## src/rtl/collision_detect.sv

```systemverilog
// -----------------------------------------------------------------------------
// collision_detect
//   Reads the object-descriptor bus written by update_player and the obstacle
//   updaters. It unpacks the player descriptor and NUM_OBS obstacle
//   descriptors and tests each obstacle's bounding box against the player's.
//   It also runs the game-state FSM (IDLE/RUN/HIT/OVER) and the score counter.
//   game_over goes back to the updaters as their pause input.
//
// Ports
//   clk3       in   1                  game tick clock
//   reset      in   1                  asynchronous, active-low reset
//   start      in   1                  game started (same as update_player)
//   pause      in   1                  freezes scoring and hit confirmation
//   player     in   `DATALEN           player descriptor
//   obs_bus    in   NUM_OBS*`DATALEN   obstacle i at [i*`DATALEN +: `DATALEN]
//   hit        out  1                  one-cycle pulse on RUN->HIT
//   hit_idx    out  $clog2(NUM_OBS)+1  lowest obstacle index behind the hit
//   game_over  out  1                  high in HIT and OVER
//   running    out  1                  high in RUN
//   score      out  SCORE_W            current score, saturating
// -----------------------------------------------------------------------------

`ifndef DATALEN
`define DATATYPESTART   0
`define DATATYPELEN     4
`define DATAXSTART      4
`define DATAYSTART      14
`define DATAWIDTHSTART  24
`define DATAHEIGHTSTART 34
`define DATAPOSLEN      10
`define DATALEN         44
`define PLAYERTYPE      4'd1
`endif

module collision_detect #(
  parameter int NUM_OBS   = 3,
  parameter int CONFIRM   = 2,
  parameter int HIT_HOLD  = 30,
  parameter int SCORE_DIV = 6,
  parameter int SCORE_W   = 14
) (
  input  logic                          clk3,
  input  logic                          reset,
  input  logic                          start,
  input  logic                          pause,
  input  logic [`DATALEN-1:0]           player,
  input  logic [NUM_OBS*`DATALEN-1:0]   obs_bus,
  output logic                          hit,
  output logic [$clog2(NUM_OBS):0]      hit_idx,
  output logic                          game_over,
  output logic                          running,
  output logic [SCORE_W-1:0]            score
);

  localparam int IDX_W  = $clog2(NUM_OBS) + 1;
  localparam int HOLD_W = $clog2(HIT_HOLD) + 1;
  localparam int DIV_W  = $clog2(SCORE_DIV + 1);
  localparam int PW     = `DATAPOSLEN;

  localparam logic [3:0]         CNT_LAST  = 4'(CONFIRM - 1);
  localparam logic [HOLD_W-1:0]  HOLD_LAST = HOLD_W'(HIT_HOLD - 1);
  localparam logic [DIV_W-1:0]   DIV_LAST  = DIV_W'(SCORE_DIV - 1);
  localparam logic [SCORE_W-1:0] SCORE_MAX = {SCORE_W{1'b1}};

  typedef enum logic [1:0] {
    S_IDLE = 2'd0,
    S_RUN  = 2'd1,
    S_HIT  = 2'd2,
    S_OVER = 2'd3
  } state_t;

  state_t                      r_state, w_state_nxt;
  logic [`DATALEN-1:0]         r_player;
  logic [NUM_OBS*`DATALEN-1:0] r_obs;
  logic [NUM_OBS-1:0]          w_ov, r_ov;
  logic                        w_any_ov;
  logic [IDX_W-1:0]            w_first;
  logic [3:0]                  r_cnt;
  logic [HOLD_W-1:0]           r_hold;
  logic [DIV_W-1:0]            r_div;
  logic [SCORE_W-1:0]          r_score;
  logic                        r_hit, w_hit_nxt;
  logic [IDX_W-1:0]            r_hit_idx;
  logic                        w_confirm;

  // ---------------------------------------------------------------------------
  // Stage 1: register the raw descriptors.
  // NOTE: the pipeline registers are reset like any other state, so no stale
  // overlap can appear in the first cycles after reset.
  // ---------------------------------------------------------------------------
  always_ff @(posedge clk3 or negedge reset) begin
    if (!reset) begin
      // NOTE: sequential state uses non-blocking assignments only, so that every
      // register samples the values from before the edge.
      r_player <= '0;
      r_obs    <= '0;
    end else begin
      r_player <= player;
      r_obs    <= obs_bus;
    end
  end

  // Player fields are widened by one bit so that x+w and y+h never wrap.
  logic           w_ptype_ok;
  logic [PW:0]    w_px, w_py, w_px_end, w_py_end;

  assign w_ptype_ok = (r_player[`DATATYPESTART +: `DATATYPELEN] == `PLAYERTYPE);
  assign w_px       = {1'b0, r_player[`DATAXSTART      +: PW]};
  assign w_py       = {1'b0, r_player[`DATAYSTART      +: PW]};
  assign w_px_end   = w_px + {1'b0, r_player[`DATAWIDTHSTART  +: PW]};
  assign w_py_end   = w_py + {1'b0, r_player[`DATAHEIGHTSTART +: PW]};

  // Obstacle type is carried on the bus but takes no part in the overlap test.
  logic [NUM_OBS-1:0] w_unused_type;

  for (genvar g = 0; g < NUM_OBS; g++) begin : g_obs
    logic [PW-1:0] w_ow, w_oh;
    logic [PW:0]   w_ox, w_oy, w_ox_end, w_oy_end;

    assign w_ow     = r_obs[g*`DATALEN + `DATAWIDTHSTART  +: PW];
    assign w_oh     = r_obs[g*`DATALEN + `DATAHEIGHTSTART +: PW];
    assign w_ox     = {1'b0, r_obs[g*`DATALEN + `DATAXSTART +: PW]};
    assign w_oy     = {1'b0, r_obs[g*`DATALEN + `DATAYSTART +: PW]};
    assign w_ox_end = w_ox + {1'b0, w_ow};
    assign w_oy_end = w_oy + {1'b0, w_oh};

    assign w_unused_type[g] = ^r_obs[g*`DATALEN + `DATATYPESTART +: `DATATYPELEN];

    // Strict '<' means boxes that only share an edge do not overlap; a zero
    // width or height marks an empty slot.
    assign w_ov[g] = w_ptype_ok && (w_ow != '0) && (w_oh != '0) &&
                     (w_px < w_ox_end) && (w_ox < w_px_end) &&
                     (w_py < w_oy_end) && (w_oy < w_py_end);
  end

  // Stage 2: register per-obstacle overlap flags.
  always_ff @(posedge clk3 or negedge reset) begin
    if (!reset) r_ov <= '0;
    else        r_ov <= w_ov;
  end

  assign w_any_ov = |r_ov;

  // Lowest overlapping obstacle. The scan runs downward so the lowest index
  // is written last.
  always_comb begin
    // NOTE: give every always_comb output a default first; otherwise a path
    // that skips the assignment infers a latch.
    w_first = '0;
    for (int i = NUM_OBS - 1; i >= 0; i--) begin
      if (r_ov[i]) w_first = IDX_W'(i);
    end
  end

  // This evaluation completes CONFIRM consecutive overlapping evaluations.
  assign w_confirm = (r_state == S_RUN) && w_any_ov && !pause && (r_cnt == CNT_LAST);

  // ---------------------------------------------------------------------------
  // Game-state FSM
  // ---------------------------------------------------------------------------
  always_ff @(posedge clk3 or negedge reset) begin
    if (!reset) r_state <= S_IDLE;
    else        r_state <= w_state_nxt;
  end

  always_comb begin
    w_state_nxt = r_state;
    w_hit_nxt   = 1'b0;
    unique case (r_state)
      S_IDLE: if (start) w_state_nxt = S_RUN;
      S_RUN: begin
        if (!start) begin
          w_state_nxt = S_IDLE;
        end else if (w_confirm) begin
          w_state_nxt = S_HIT;
          w_hit_nxt   = 1'b1;
        end
      end
      S_HIT: begin
        if (!start)                   w_state_nxt = S_IDLE;
        else if (r_hold == HOLD_LAST) w_state_nxt = S_OVER;
      end
      S_OVER: if (!start) w_state_nxt = S_IDLE;
      default: w_state_nxt = S_IDLE;
    endcase
  end

  // Confirm counter, HIT dwell counter, hit pulse and hit index.
  always_ff @(posedge clk3 or negedge reset) begin
    if (!reset) begin
      r_cnt     <= '0;
      r_hold    <= '0;
      r_hit     <= 1'b0;
      r_hit_idx <= '0;
    end else begin
      r_hit <= w_hit_nxt;
      if (w_hit_nxt) r_hit_idx <= w_first;

      // A gap in overlap always clears the count, even while paused.
      if (r_state != S_RUN || !w_any_ov || w_confirm) r_cnt <= '0;
      else if (!pause)                                 r_cnt <= r_cnt + 4'd1;

      // HIT dwell ignores pause.
      if (r_state == S_HIT) r_hold <= r_hold + HOLD_W'(1);
      else                  r_hold <= '0;
    end
  end

  // Score: SCORE_DIV unpaused RUN cycles per point, saturating. The score
  // is cleared on entry to RUN and held in every other state.
  always_ff @(posedge clk3 or negedge reset) begin
    if (!reset) begin
      r_div   <= '0;
      r_score <= '0;
    end else if (r_state == S_IDLE && start) begin
      r_div   <= '0;
      r_score <= '0;
    end else if (r_state == S_RUN) begin
      if (!pause) begin
        if (r_div == DIV_LAST) begin
          r_div <= '0;
          if (r_score != SCORE_MAX) r_score <= r_score + SCORE_W'(1);
        end else begin
          r_div <= r_div + DIV_W'(1);
        end
      end
    end else begin
      r_div <= '0;
    end
  end

  assign hit       = r_hit;
  assign hit_idx   = r_hit_idx;
  assign running   = (r_state == S_RUN);
  assign game_over = (r_state == S_HIT) || (r_state == S_OVER);
  assign score     = r_score;

endmodule

```

## config.mk

```make
export PLATFORM = sky130hd
export DESIGN_NAME = collision_detect
export DESIGN_NICKNAME = d
export VERILOG_FILES = /design/src/rtl/collision_detect.sv
export SDC_FILE = /design/constraint.sdc
export NUM_CORES = 1
export LEC_CHECK = 0
export ABC_AREA = 1
export CORE_MARGIN = 2
export CORE_UTILIZATION = 55
export CTS_CLUSTER_DIAMETER = 40
export DETAILED_ROUTE_END_ITERATION = 7
export GPL_TIMING_DRIVEN = 0
export PLACE_DENSITY = 0.9
export SLEW_MARGIN = 0
export SYNTH_ARGS = -nofsm -noshare
export SYNTH_HDL_FRONTEND = slang
export SYNTH_SLANG_ARGS = --single-unit
```

## constraint.sdc

```tcl
create_clock -name clk3 -period 3.4 [get_ports clk3]
set_clock_uncertainty 0.05 [all_clocks]
set_input_delay 0.68 -clock clk3 [delete_from_list [all_inputs] [get_ports clk3]]
set_output_delay 0.68 -clock clk3 [all_outputs]
set_load 0.02 [all_outputs]
```

==> flow_metrics.py, run 1 <==
metrics = {
    "status": {
        "status": "finished clean",
    },
    "setup_path": {
        "rr_worst_depth": 16,
        "r2r-start": "r_player[15]",
        "cpMostUsedCell": "nand2_1",
        "worst-path-buf-inv": 1,
        "endpoint_kind": "register",
        "cp_cell_sequence": "inv_1 > fa_1 > o21ai_0 > xor2_1 > ha_1 > a21oi_1 > nor2_1 > nor2_1 > nand2_1 > nand2_1 > nand2_1 > nand2_1 > nand2_1 > nand2_1 > nand2_1 > nor2_1",
        "reg2reg_slack_ns": 0.14,
        "worstSetupStartpointType": "register",
        "crit_required_ns": 3.71,
        "arrival_ns": 3.57,
        "crit_type": "register to register",
        "cpPeakStageDelay_ns": 0.52,
        "reg2reg_to": "r_ov[1]",
        "critPathMaxFanout": 5,
        "crit_family": "adder cells",
        "cp_slowest_cell": "xor2_1",
    },
    "global_routing": {
        "grt_pass1_wl_mm": 50.16,
        "use_met3": 0.04892,
        "grt_overflow": 0,
        "busiest_layer": "met2",
        "use_met2": 0.4736,
        "antenna_found_initial": 1,
        "grt_pass1_vias": 10442,
        "grt_use_total": 0.2674,
        "grt_max_degree": 122,
        "globalRouteMet1Util": 0.3205,
    },
    "pwr": {
        "p_per_area_nw_per_um2": 456.3,
        "ir_worst_vdd_uv": 278.4,
        "power_uw": 6880,
        "leakagePower_uw": 0.007497,
    },
    "synthesis": {
        "ys.warnings.count": 0,
        "synth_seq_area_share": 0.4108,
        "ys_seq_elements": 199,
        "synth_cells": 1365,
        "ys_types": 43,
        "syn_area_per_cell_um2": 8.881,
        "netlist_area_um2": 12120,
        "syn_nets": 1746,
    },
    "floorplanning": {
        "std_cell_rows": 54,
        "start_util": 0.5572,
        "io_pins": 200,
        "core_um2": 21760,
        "design.die.area_um2": 23250,
        "die-width_um": 152.5,
        "dieHeight_um": 152.5,
    },
    "drt": {
        "wl_per_cell_um": 16.21,
        "ant_nets": 0,
        "vias": 10127,
        "drt-initial-drc-count": 636,
        "vias_per_cell": 5.424,
        "drc": 0,
        "routed_wl_mm": 30.26,
        "drt_pass1_iterations": 7,
    },
    "placed_design": {
        "dp_hpwl_mm": 23.42,
        "placed_area_um2": 14370,
        "port_buffers": 186,
        "place.gp.congestion": 0.9485,
    },
    "cts": {
        "cts-root-buf": "clkbuf_16",
        "cts_hold_buf": 0,
        "cts_tree": "yes",
        "htree_levels": 4,
        "cts_max_path_buffers": 2,
        "clock-sinks": 199,
        "worstSkewPairLatency_ns": 0.45,
        "cts_buffers": 17,
        "clk_pin_slew_ns": 0.07,
    },
    "sta": {
        "max_freq_mhz": 306.4,
        "timing.hold.ws_ns": 0.1419,
        "max_slew_margin": 0.4818,
        "finalSetupViolCount": 0,
        "min_period_over_period": 0.9600,
        "hold_viol": 0,
        "tns_ns": 0,
        "min_period_ns": 3.264,
        "tightestPinTransition_ns": 0.7665,
        "report.final.slew_viol_count": 0,
    },
    "final_layout": {
        "layout-drive-gt1-share": 0.03972,
        "final_util": 0.6931,
        "synthToLayoutAreaGrowth_pct": 24.38,
        "layout.nets": 1954,
        "post-route-cell-area_um2": 15080,
    },
    "min_path": {
        "hold_class": "input pin to async pin",
    },
    "run": {
        "maxCapViolations": 0,
    },
}
## layout by cell type, fill, tap and decap left out, drive strengths merged, types with 2 or more instances in the layout
cell type	instances
a21o	18
a21oi	88
a31oi	19
and3	2
buf	6
bufinv	4
clkbuf	18
clkdlybuf4s50	185
clkinv	4
dfrtp	199
fa	8
ha	193
inv	151
nand2	324
nand3	66
nand3b	2
nand4	10
nor2	135
nor3	20
nor3b	2
nor4	2
nor4b	3
o211ai	3
o21ai	26
o21bai	6
o31ai	5
or2	6
xnor2	14
xor2	60
## Yosys cell counts (all sizes together)
cell type  count  share of area
nor3b          2         0.0012
buf            2         0.0015
inv          145          0.045
o21ai         26          0.011
conb           1        0.00031
a31o           1        0.00072
or2            6         0.0031
nor4b          3         0.0022
nor3          20         0.0087
nand3b         2         0.0012
xor2          60          0.043
o31ai          5         0.0031
o211ai         3         0.0019
nor4           2         0.0010
a21oi         88          0.037
clkbuf         1        0.00031
a311oi         1        0.00072
nand3         66          0.028
o22ai          1        0.00052
and3           2         0.0010
nand4         10         0.0052
xnor2         14          0.010
dfrtp        199           0.41
a22oi          1        0.00062
fa             8          0.013
o21bai         6         0.0037
a31oi         19         0.0098
nor2         135          0.043
nand2        324           0.10
a21o          18          0.011
and2           1        0.00052
ha           193           0.20
## final cells by class
cell class	count	area, µm²
Sequential cell	199	4980
Antenna cell	1	2.502
Clock buffer	17	425.4
Tap cell	280	350.3
Clock inverter	15	237.7
Timing Repair Buffer	189	1909
Buffer	3	22.52
Inverter	145	546.8
Multi-Input combinational cell	1018	6604
Fill cell	1606	6678
## power by group
part / switching (µW) / internal [µW]
combinational: 1140 / 842
sequential: 129 / 2490
clock: 1010 / 1270
total: 2270 / 4610
## registers in the layout, indices dropped and copies added, names as in the netlist
signal    flops
r_div         3
r_player     44
r_cnt         4
hit_idx       2
r_ov          3
score        14
r_obs       120
r_state       2
r_hold        6
hit           1
## timing repair
action / CTS / global route
buffers inserted: 0 / 2
gates resized for setup: 0 / 4
endpoints found under the setup margin: 0 / 3
## through the flow
stage / setup WS (ns) / std cells
floorplan: 0.8758 / 1365
global placement: -6.236 / 1831
finish: 0.1361 / 1867
detailed placement: 0.08985 / 1832
global route: -0.04764 / 1866
CTS: 0.04451 / 1864
## kinds of logic (layout without fill, tap and decap cells)
family | count (synthesis) | count (layout) | synth area share
and+or+nand+nor | 573 | 573 | 0.1958
xor gates and xnor gates | 74 | 74 | 0.05346
adders and majority gates | 201 | 201 | 0.2124
AOI/OAI and AO/OA | 169 | 169 | 0.08030
DFF | 199 | 199 | 0.4108
other | 1 | 2 | 0.0003093
buffers and inverters | 148 | 369 | 0.04696
## layer usage
metal,share of wire,up-vias
li1,-,4936
met1,0.40,4743
met2,0.50,361
met3,0.055,87
met4,0.038,0
met5,0,-
## worst max-delay path by stage
| stage | start | end | cells after the start |
|---|---|---|---|
| after floorplan | r_player[4] | r_ov[0] | 18 |
| after global placement | reset | score[4] | 1 |
| after detailed placement | r_player[16] | r_ov[1] | 19 |
| after CTS | r_player[16] | r_ov[1] | 19 |
| after global routing | r_player[19] | r_ov[2] | 16 |
| final | r_player[15] | r_ov[1] | 16 |
No activity file was read; power rests on OpenSTA's default activity.
==> inputs of run 2 (changes only) <==
--- a/config.mk
+++ b/config.mk
@@ -6,7 +6,6 @@
 export NUM_CORES = 1
 export LEC_CHECK = 0
 export ABC_AREA = 1
-export CORE_MARGIN = 2
 export CORE_UTILIZATION = 55
 export CTS_CLUSTER_DIAMETER = 40
 export DETAILED_ROUTE_END_ITERATION = 7
==> constraint.sdc (replaced) <==
create_clock -name clk3 -period 3.74 [get_ports clk3]
set_clock_uncertainty 0.05 [all_clocks]
set_input_delay 0.748 -clock clk3 [delete_from_list [all_inputs] [get_ports clk3]]
set_output_delay 0.748 -clock clk3 [all_outputs]
set_load 0.02 [all_outputs]
==> run 2 against run 1 <==
Net effect: first-iteration DRC count is 3.1% lower; global-route usage rose by 1.3 points; cell count decreased by 0.32%; power is 12% lower; maximum frequency rose by 0.61%.
==> flow_metrics.py, run 2 (synthesized netlist as in run 1, its figures left out) <==
metrics = {
    "pwr": {
        "power_uw": 6047,
        "p_per_area_nw_per_um2": 404.0,
        "leakagePower_uw": 0.007451,
        "ir_worst_vdd_uv": 323.8,
    },
    "setup_path": {
        "r2r-start": "r_player[16]",
        "critPathLaunch": "r_player[16]",
        "crit_type": "register to register",
        "crit_required_ns": 4.04,
        "worstSetupStartpointType": "register",
        "reg2reg_to": "r_ov[2]",
        "arrival_ns": 3.55,
        "reg2reg_slack_ns": 0.50,
        "rr_worst_depth": 19,
        "endpoint_kind": "register",
        "critPathMaxFanout": 5,
    },
    "final_layout": {
        "final_util": 0.7031,
        "post-route-cell-area_um2": 14970,
        "layout-drive-gt1-share": 0.03598,
        "regMostFlops": "r_obs",
        "final_common_cell": "nand2_1",
        "synthToLayoutAreaGrowth_pct": 23.46,
        "layout.nets": 1952,
        "final_cells": 1861,
        "largest_register_ffs": 120,
        "layout_common_cells": "nand2_1, dfrtp_1, ha_1, clkdlybuf4s50_1, inv_1",
    },
    "cts": {
        "htree_levels": 4,
        "clock-sinks": 199,
        "cts-root-buf": "clkbuf_16",
        "clk_pin_slew_ns": 0.09,
        "cts_hold_buf": 0,
        "post_cts_resized": 0,
        "cts_buffers": 17,
        "cts_max_path_buffers": 2,
        "postCtsSetupBuffers": 0,
        "worstSkewPairLatency_ns": 0.45,
        "cts_tree": "yes",
    },
    "sta": {
        "min_period_over_period": 0.8674,
        "max_freq_mhz": 308.3,
        "max_slew_margin": 0.5328,
        "tightestPinTransition_ns": 0.6911,
        "min_period_ns": 3.244,
        "hold_viol": 0,
        "rsz0062_at_grt": "false",
        "finalSetupViolCount": 0,
        "report.final.slew_viol_count": 0,
    },
    "drt": {
        "routed_wl_mm": 30.34,
        "drc": 0,
        "wl_per_cell_um": 16.30,
        "vias": 10232,
        "vias_per_cell": 5.498,
        "drt_pass1_iterations": 8,
        "ant_nets": 0,
        "drt-initial-drc-count": 616,
    },
    "min_path": {
        "hold_class": "input pin to async pin",
    },
    "floorplanning": {
        "die-width_um": 150.5,
        "std_cell_rows": 53,
        "io_pins": 200,
        "core_um2": 21290,
        "start_util": 0.5695,
        "dieHeight_um": 150.5,
        "design.die.area_um2": 22640,
    },
    "placed_design": {
        "placed_area_um2": 14360,
        "post-place-cells": 1827,
        "port_buffers": 186,
        "dp_hpwl_mm": 23.29,
        "place.gp.congestion": 0.9097,
    },
    "global_routing": {
        "grt_pass1_vias": 10391,
        "grt_use_total": 0.2808,
        "grt_pass1_wl_mm": 48.85,
        "antenna_found_initial": 1,
        "grt_max_degree": 114,
        "grt_overflow": 0,
    },
    "run": {
        "maxCapViolations": 0,
    },
    "status": {
        "status": "finished clean",
    },
}
run 2: cell types whose count changed in the layout (fill, tap and decap cells not counted), sizes merged:
cell / previous run / this run
bufinv: 4 / 0
diode: 1 / 2
buf: 6 / 4
clkinv: 4 / 5
inv: 151 / 154
run 2: report_power, final:
| part | leakage (µW) | total (µW) | switching, µW | internal (µW) |
|---|---|---|---|---|
| clock | 0.000289 | 1880 | 974 | 909 |
| combinational | 0.00477 | 1780 | 1020 | 758 |
| sequential | 0.00239 | 2380 | 114 | 2270 |
| total | 0.00745 | 6050 | 2110 | 3930 |
run 2: layout make-up:
cell class	instances	area [µm²]
clock buffers	17	425.4
well taps	275	344.1
clock inverters	15	175.2
multi-input cells	1018	6574
inverters	145	546.8
flip-flops and latches	199	4980
repair buffers	187	1894
plain buffers	3	22.52
fillers	1504	6320
diodes	2	5.005
run 2: layer usage:
| metal | vias up | routed length, µm | share of wire | GRT usage |
|---|---|---|---|---|
| met2 | 462 | 15340 | 0.51 | 0.4940 |
| met1 | 4755 | 12010 | 0.40 | 0.3338 |
| met4 | 0 | 935 | 0.031 | 0.1217 |
| met3 | 82 | 2046 | 0.067 | 0.05182 |
| li1 | 4933 | - | - | - |
| met5 | - | 0 | 0 | 0 |
run 2: worst max path at each step:
stage	cells past startpoint	endpoint	slack, ns
6_report	19	r_ov[2]	0.50
3_3_place_gp	1	score[10]	-6.04
3_5_place_dp	19	r_ov[0]	0.59
2_1_floorplan	18	r_ov[0]	1.22
5_1_grt	19	r_ov[0]	0.24
4_1_cts	19	r_ov[0]	0.55
run 2: stage by stage:
step	setup TNS (ns)	hold WS, ns	setup WS, ns
2_1_floorplan	0	0.3828	1.216
3_3_place_gp	-1199.12	0.3988	-6.042
3_5_place_dp	0	0.4316	0.5926
4_1_cts	0	0.2638	0.5534
5_1_grt	0	0.2831	0.2417
6_report	0	0.2252	0.4960
run 2: worst max-delay path, stage by stage (launching register included):
cell,delay [ns]
dfrtp_1,0.48
ha_1,0.41
a21oi_1,0.21
nand2_1,0.14
a21oi_1,0.18
nor2_1,0.06
nor2_1,0.12
xor2_1,0.43
ha_1,0.33
nand2_1,0.08
a21oi_1,0.04
nor2_1,0.08
nand2_1,0.07
nand2_1,0.08
nand2_1,0.05
nand2_1,0.05
nand2_1,0.04
nand2_1,0.05
nand3_1,0.06
nor2_1,0.14
==> inputs of run 3 (changes only) <==
--- a/config.mk
+++ b/config.mk
@@ -7,7 +7,7 @@
 export LEC_CHECK = 0
 export ABC_AREA = 1
 export CORE_UTILIZATION = 55
-export CTS_CLUSTER_DIAMETER = 40
+export CTS_CLUSTER_DIAMETER = 150
 export DETAILED_ROUTE_END_ITERATION = 7
 export GPL_TIMING_DRIVEN = 0
 export PLACE_DENSITY = 0.9
==> results of run 3 <==
No change in the layout: final DEF, timing and power equal those of run 2.
